===== src/rtl/debounce_pkg.sv =====
`default_nettype none
// ============================================================================
// Module  : debounce_pkg
// Purpose : Shared types and helpers for the sig_debounce_edge filter.
//           db_state_t : FSM state encoding (two idle and two check states)
//           db_idle()  : maps a settled level onto its idle state
// Rev     : 1.0  initial release
// ============================================================================
package debounce_pkg;

  typedef enum logic [1:0] {
    IDLE_LO = 2'd0,
    CHK_HI  = 2'd1,
    IDLE_HI = 2'd2,
    CHK_LO  = 2'd3
  } db_state_t;

  function automatic db_state_t db_idle(input logic level);
    return level ? IDLE_HI : IDLE_LO;
  endfunction

endpackage
`default_nettype wire


===== src/rtl/debounce_ctr.sv =====
`default_nettype none
// ============================================================================
// Module  : debounce_ctr
// Purpose : Stability counter for the debounce FSM. Loads 1 on start,
//           clears on clear, increments on inc, and flags terminal count.
// Ports   : clk, rstn     clock, synchronous active-low reset
//           i_start       load the counter with 1 (first stable sample seen)
//           i_clr         force the counter to 0
//           i_inc         increment by one
//           o_tc          counter equals TC_VAL
// Rev     : 1.0  initial release
// ============================================================================
module debounce_ctr #(
  parameter int CNT_W  = 16,
  parameter int TC_VAL = 999
) (
  input  logic clk,
  input  logic rstn,
  input  logic i_start,
  input  logic i_clr,
  input  logic i_inc,
  output logic o_tc
);

  localparam logic [CNT_W-1:0] c_tc = CNT_W'(TC_VAL);

  logic [CNT_W-1:0] r_cnt;

  // The FSM stops incrementing at terminal count, so the counter never wraps.
  always_ff @(posedge clk) begin
    if (!rstn) begin
      r_cnt <= '0;
    end else if (i_clr) begin
      r_cnt <= '0;
    end else if (i_start) begin
      r_cnt <= CNT_W'(1);
    end else if (i_inc) begin
      r_cnt <= r_cnt + CNT_W'(1);
    end
  end

  assign o_tc = (r_cnt == c_tc);

endmodule
`default_nettype wire


===== src/rtl/sig_debounce_edge.sv =====
`default_nettype none
// ============================================================================
// Module  : sig_debounce_edge
// Purpose : Debounces a clk-synchronous 1-bit level. A new level is accepted
//           only after DEBOUNCE_CYC consecutive equal samples; emits a clean
//           level, single-cycle rise/fall pulses and a saturating count of
//           rejected candidate changes.
// Ports   : clk, rstn      clock, synchronous active-low reset
//           i_sig_sync     input level, already synchronised to clk
//           i_en           1 = filtering active, 0 = abort check / hold level
//           i_glitch_clr   clear o_glitch_cnt (wins over an increment)
//           o_level        debounced level
//           o_rise/o_fall  one-cycle pulses on accepted 0->1 / 1->0
//           o_busy         candidate change under check
//           o_glitch_cnt   rejected-change count, saturating
// Rev     : 1.0  initial release
// ============================================================================
module sig_debounce_edge
  import debounce_pkg::*;
#(
  parameter int   CNT_W        = 16,
  parameter int   DEBOUNCE_CYC = 1000,
  parameter logic INIT_LEVEL   = 1'b0,
  parameter int   GLITCH_W     = 8
) (
  input  logic                clk,
  input  logic                rstn,
  input  logic                i_sig_sync,
  input  logic                i_en,
  input  logic                i_glitch_clr,
  output logic                o_level,
  output logic                o_rise,
  output logic                o_fall,
  output logic                o_busy,
  output logic [GLITCH_W-1:0] o_glitch_cnt
);

  if (DEBOUNCE_CYC < 2 || DEBOUNCE_CYC > (2**CNT_W) - 1) begin : g_bad_debounce_cyc
    $error("sig_debounce_edge: DEBOUNCE_CYC out of range 2..2**CNT_W-1");
  end

  localparam logic [GLITCH_W-1:0] c_glitch_max = {GLITCH_W{1'b1}};

  db_state_t           r_state;
  db_state_t           w_next;
  logic                w_start;
  logic                w_clr;
  logic                w_inc;
  logic                w_tc;
  logic                w_rise;
  logic                w_fall;
  logic                w_glitch;
  logic                r_level;
  logic                r_rise;
  logic                r_fall;
  logic                r_busy;
  logic [GLITCH_W-1:0] r_glitch_cnt;

  debounce_ctr #(
    .CNT_W  (CNT_W),
    .TC_VAL (DEBOUNCE_CYC - 1)
  ) u_ctr (
    .clk     (clk),
    .rstn    (rstn),
    .i_start (w_start),
    .i_clr   (w_clr),
    .i_inc   (w_inc),
    .o_tc    (w_tc)
  );

  always_ff @(posedge clk) begin
    if (!rstn) begin
      r_state <= db_idle(INIT_LEVEL);
    end else begin
      r_state <= w_next;
    end
  end

  always_comb begin
    w_next   = r_state;
    w_start  = 1'b0;
    w_clr    = 1'b0;
    w_inc    = 1'b0;
    w_rise   = 1'b0;
    w_fall   = 1'b0;
    w_glitch = 1'b0;
    case (r_state)
      IDLE_LO: begin
        if (i_en && i_sig_sync) begin
          w_next  = CHK_HI;
          w_start = 1'b1;
        end
      end
      CHK_HI: begin
        if (!i_en) begin
          w_next = IDLE_LO;
          w_clr  = 1'b1;
        end else if (!i_sig_sync) begin
          w_next   = IDLE_LO;
          w_clr    = 1'b1;
          w_glitch = 1'b1;
        end else if (w_tc) begin
          // The accepting edge lands in IDLE, so it can never start a new check.
          w_next = IDLE_HI;
          w_clr  = 1'b1;
          w_rise = 1'b1;
        end else begin
          w_inc = 1'b1;
        end
      end
      IDLE_HI: begin
        if (i_en && !i_sig_sync) begin
          w_next  = CHK_LO;
          w_start = 1'b1;
        end
      end
      CHK_LO: begin
        if (!i_en) begin
          w_next = IDLE_HI;
          w_clr  = 1'b1;
        end else if (i_sig_sync) begin
          w_next   = IDLE_HI;
          w_clr    = 1'b1;
          w_glitch = 1'b1;
        end else if (w_tc) begin
          w_next = IDLE_LO;
          w_clr  = 1'b1;
          w_fall = 1'b1;
        end else begin
          w_inc = 1'b1;
        end
      end
      default: begin
        w_next = db_idle(INIT_LEVEL);
        w_clr  = 1'b1;
      end
    endcase
  end

  // Outputs are registered from the next-state decode so they line up
  // with the state register rather than lagging it by a cycle.
  always_ff @(posedge clk) begin
    if (!rstn) begin
      r_level <= INIT_LEVEL;
      r_rise  <= 1'b0;
      r_fall  <= 1'b0;
      r_busy  <= 1'b0;
    end else begin
      r_level <= (w_next == IDLE_HI) || (w_next == CHK_LO);
      r_rise  <= w_rise;
      r_fall  <= w_fall;
      r_busy  <= (w_next == CHK_HI) || (w_next == CHK_LO);
    end
  end

  always_ff @(posedge clk) begin
    if (!rstn) begin
      r_glitch_cnt <= '0;
    end else if (i_glitch_clr) begin
      r_glitch_cnt <= '0;
    end else if (w_glitch && (r_glitch_cnt != c_glitch_max)) begin
      r_glitch_cnt <= r_glitch_cnt + GLITCH_W'(1);
    end
  end

  assign o_level      = r_level;
  assign o_rise       = r_rise;
  assign o_fall       = r_fall;
  assign o_busy       = r_busy;
  assign o_glitch_cnt = r_glitch_cnt;

endmodule
`default_nettype wire

===== config.mk =====
export PLATFORM = sky130hd
export DESIGN_NAME = sig_debounce_edge
export DESIGN_NICKNAME = d
export VERILOG_FILES = /design/src/rtl/debounce_pkg.sv /design/src/rtl/debounce_ctr.sv /design/src/rtl/sig_debounce_edge.sv
export SDC_FILE = /design/constraint.sdc
export NUM_CORES = 1
export LEC_CHECK = 0
export CAP_MARGIN = 5
export CELL_PAD_IN_SITES_DETAIL_PLACEMENT = 0
export CELL_PAD_IN_SITES_GLOBAL_PLACEMENT = 1
export CORE_MARGIN = 3
export CORE_UTILIZATION = 41
export DETAILED_ROUTE_END_ITERATION = 10
export GPL_TIMING_DRIVEN = 0
export PLACE_DENSITY_LB_ADDON = 0.3
export SYNTH_ARGS = -nofsm -noshare
export SYNTH_HDL_FRONTEND = slang
export SYNTH_SLANG_ARGS = --single-unit

===== constraint.sdc =====
create_clock -name clk -period 3.4 [get_ports clk]
set_clock_uncertainty 0.2 [all_clocks]
set_input_delay 0.85 -clock clk [delete_from_list [all_inputs] [get_ports clk]]
set_output_delay 0.85 -clock clk [all_outputs]
set_load 0.03 [all_outputs]

==> results.yml, run 1 <==
outcome:
  status: "finished, final reports clean"
timing:
  final.min_clock_period_ns: 3.08
  worst_slack_ns: 0.316
  slew_headroom_pct: 49.3
  max_freq_ghz: 0.324
  slew_viol_final: 0
  setup_viol: 0
  rsz0062_at_grt: "false"
  whs_ns: 0.300
  fin_crit_sh_pct: 90.7
  tightest_slew_ns: 0.755
  hold_viol_final: 0
clock_network:
  clock_latency_ns: 0.34
  cts-root-buf: "clkbuf_4"
  cts_resized: 0
  cts_tree: "built"
  cts_hold_buf: 0
  cts_max_level: 2
  numCtsBuffers: 5
  clockBufferDepth: 2
  post_cts_buffers: 0
  clk_pin_slew_worst_paths_ns: 0.10
  cts_sinks: 29
placement:
  pre_cts_ws_ns: -0.0558
  place.gp.congestion: 0.801
  port_buffers: 16
  place_hpwl_um: 2570
  dpl_cell_area_um2: 1630
global_route:
  grt_pass1_vias: 1315
  grt_use_total_pct: 19.0
  gr-total-overflow: 0
  grt_pass1_wl_um: 6150
  grt_antenna_before_repair: 0
  grt_max_degree: 11
synthesis:
  synthTopCellsByArea: "dfxtp_1 41%, or4_1 7.4%, a211oi_1 5.3%"
  synth-edff-count: 0
  synthMuxAreaShare_pct: 0
  synth.net_count: 169
  synth_compound_area_share_pct: 22.5
  syn_inst: 162
  yosys_register_bits: 29
  synthDistinctLibCells: 36
  syn_area_um2: 1420
  yosysSeqAreaShare_pct: 41.0
  synth_simple_gate_area_share_pct: 28.0
  synthXorXnorAreaFrac_pct: 3.71
  async_flop_share_pct: 0
  synth_flop_cell: "dfxtp_1"
  synth_top_area_share_pct: 41.0
  yosysWarnings: 0
  synth_fa_ha_area_share_pct: 1.77
  synth_top_area_cell: "dfxtp_1"
  avgSynthCellArea_um2: 8.75
  synth_top_family_by_area: "simple AND/OR/NAND/NOR gates"
cells_and_area:
  nFillCells: 293
  drive_gt1_share_pct: 9.68
  final_area_um2: 1700
  area_growth_pct: 20.1
  diodes: 0
  nets: 192
worst_setup_path:
  start_kind: "primary input"
  crit_type: "in2reg"
  cp.required_ns: 3.47
  cp.arrival_ns: 3.16
  cp_max_fo: 9
  worst_setup_path_end_kind: "flop"
die:
  core-area_um2: 3180
  dieArea_um2: 4200
  io_pins: 17
  start_util_pct: 44.6
  die_y_um: 64.8
  die_w_um: 64.8
  num_rows: 20
route:
  vias_per_cell: 6.12
  final_antenna_net_count: 0
  drt_wl_total_um: 3580
  initialDrtViolationCount: 126
  routedWlPerCell_um: 15.6
  route.detailed.drc: 0
  vias: 1408
  first_pass_iters: 4
power_and_ir_drop:
  p_per_area_nw_per_um2: 367
  power_leakage_uw: 0.000481
  ir_drop_mv: 0.212
flow_run:
  drv_cap: 0
hold_path:
  hp-class: "reg2reg"
-- cell usage in the layout, fill, tap and decap left out, drive strengths merged, types with 2 or more instances in the layout --
cell type	netlist	final
nand4	7	7
o31ai	9	9
ha	2	2
nor4	2	2
nand2	11	11
a211oi	12	12
or4	15	15
nand3	9	9
inv	4	4
xnor2	4	4
nor3b	2	2
xor2	2	2
o21ai	8	8
dfxtp	29	29
a21oi	13	13
clkinv	1	2
nor2	6	6
or2	2	2
nor3	5	5
or3	5	5
clkbuf	1	8
clkdlybuf4s50	0	16
buf	4	4
-- flip-flops by register name (all words and copies together) (netlist names) --
name          flops
u_ctr.r_cnt      16
o_glitch_cnt      8
o_busy            1
o_fall            1
o_level           1
o_rise            1
r_state           1
-- synthesized netlist by cell type, drive strengths merged, types with 2 or more instances --
cell type,n
o21ai,8
xor2,2
xnor2,4
dfxtp,29
a211oi,12
nor3b,2
nor3,5
or4,15
inv,4
nor4,2
nand2,11
nand3,9
nor2,6
a21oi,13
o31ai,9
or3,5
ha,2
or2,2
nand4,7
buf,4
-- critical path, stage by stage --
cell and delay, ns:
clkdlybuf4s50_1 0.57, xnor2_1 0.27, or4_1 0.56, buf_2 0.18, or4_1 0.49, a211oi_2 0.23
-- cell families after synthesis --
| logic type | count (synthesis) |
|---|---|
| AO/OA/AOI/OAI | 47 |
| XOR/XNOR | 6 |
| adder cells (fa/ha/maj) | 2 |
| buffers and inverters | 10 |
| flip-flops | 29 |
| AND/OR/NAND/NOR | 68 |
-- path summary, 6_finish.rpt --
| kind | end | depth (start not counted) | slack, ns | startpoint |
|---|---|---|---|---|
| setup / recovery | u_ctr.r_cnt[14] | 6 | 0.32 | i_sig_sync |
| hold / removal | u_ctr.r_cnt[15] | 2 | 0.30 | u_ctr.r_cnt[15] |
| setup reg to reg | u_ctr.r_cnt[5] | 5 | 0.82 | u_ctr.r_cnt[10] |
| hold reg to reg | u_ctr.r_cnt[15] | 2 | 0.30 | u_ctr.r_cnt[15] |
-- report_power, final --
part / leakage (µW) / switching (µW) / total, µW / internal (µW)
clock network: 0.0000413 / 131 / 251 / 120
registers: 0.000234 / 2.31 / 343 / 341
logic: 0.000205 / 20.7 / 31.4 / 10.8
total: 0.000481 / 154 / 626 / 471
-- stage by stage --
step	utilization, %	std cells	power, µW	setup TNS (ns)
final	53.6	230	626	0
after global routing	53.6	230	648	0
after detailed placement	51.4	222	382	-0.0951
after global placement	51.4	222	382	0
after CTS	53.6	230	625	0
after floorplan	-	162	368	0
-- layout make-up --
cell class / count / area, µm² / share of cell area (%)
multi-input combinational: 123 / 793 / 46.6
sequential: 29 / 581 / 34.1
timing repair buffer: 16 / 160 / 9.40
clock buffer: 7 / 65.1 / 3.82
tap: 44 / 55.1 / 3.23
buffer: 5 / 25.0 / 1.47
inverter: 5 / 18.8 / 1.10
clock inverter: 1 / 5.00 / 0.294
-- routing by layer --
| metal | up-vias | part of all wire (%) | global-route usage (%) |
|---|---|---|---|
| li1 | 681 | - | - |
| met1 | 672 | 45 | 24.0 |
| met2 | 43 | 47 | 28.6 |
| met3 | 12 | 4.7 | 5.03 |
| met4 | 0 | 2.9 | 11.6 |
| met5 | - | 0 | 0 |
(Power assumes the default switching activity.)
==> inputs of run 2 (changes only) <==
--- a/config.mk
+++ b/config.mk
@@ -10,6 +10,7 @@
 export CELL_PAD_IN_SITES_GLOBAL_PLACEMENT = 1
 export CORE_MARGIN = 3
 export CORE_UTILIZATION = 41
+export CTS_CLUSTER_SIZE = 25
 export DETAILED_ROUTE_END_ITERATION = 10
 export GPL_TIMING_DRIVEN = 0
 export PLACE_DENSITY_LB_ADDON = 0.3
==> results of run 2 <==
No change in the layout: final DEF, timing and power equal those of run 1.
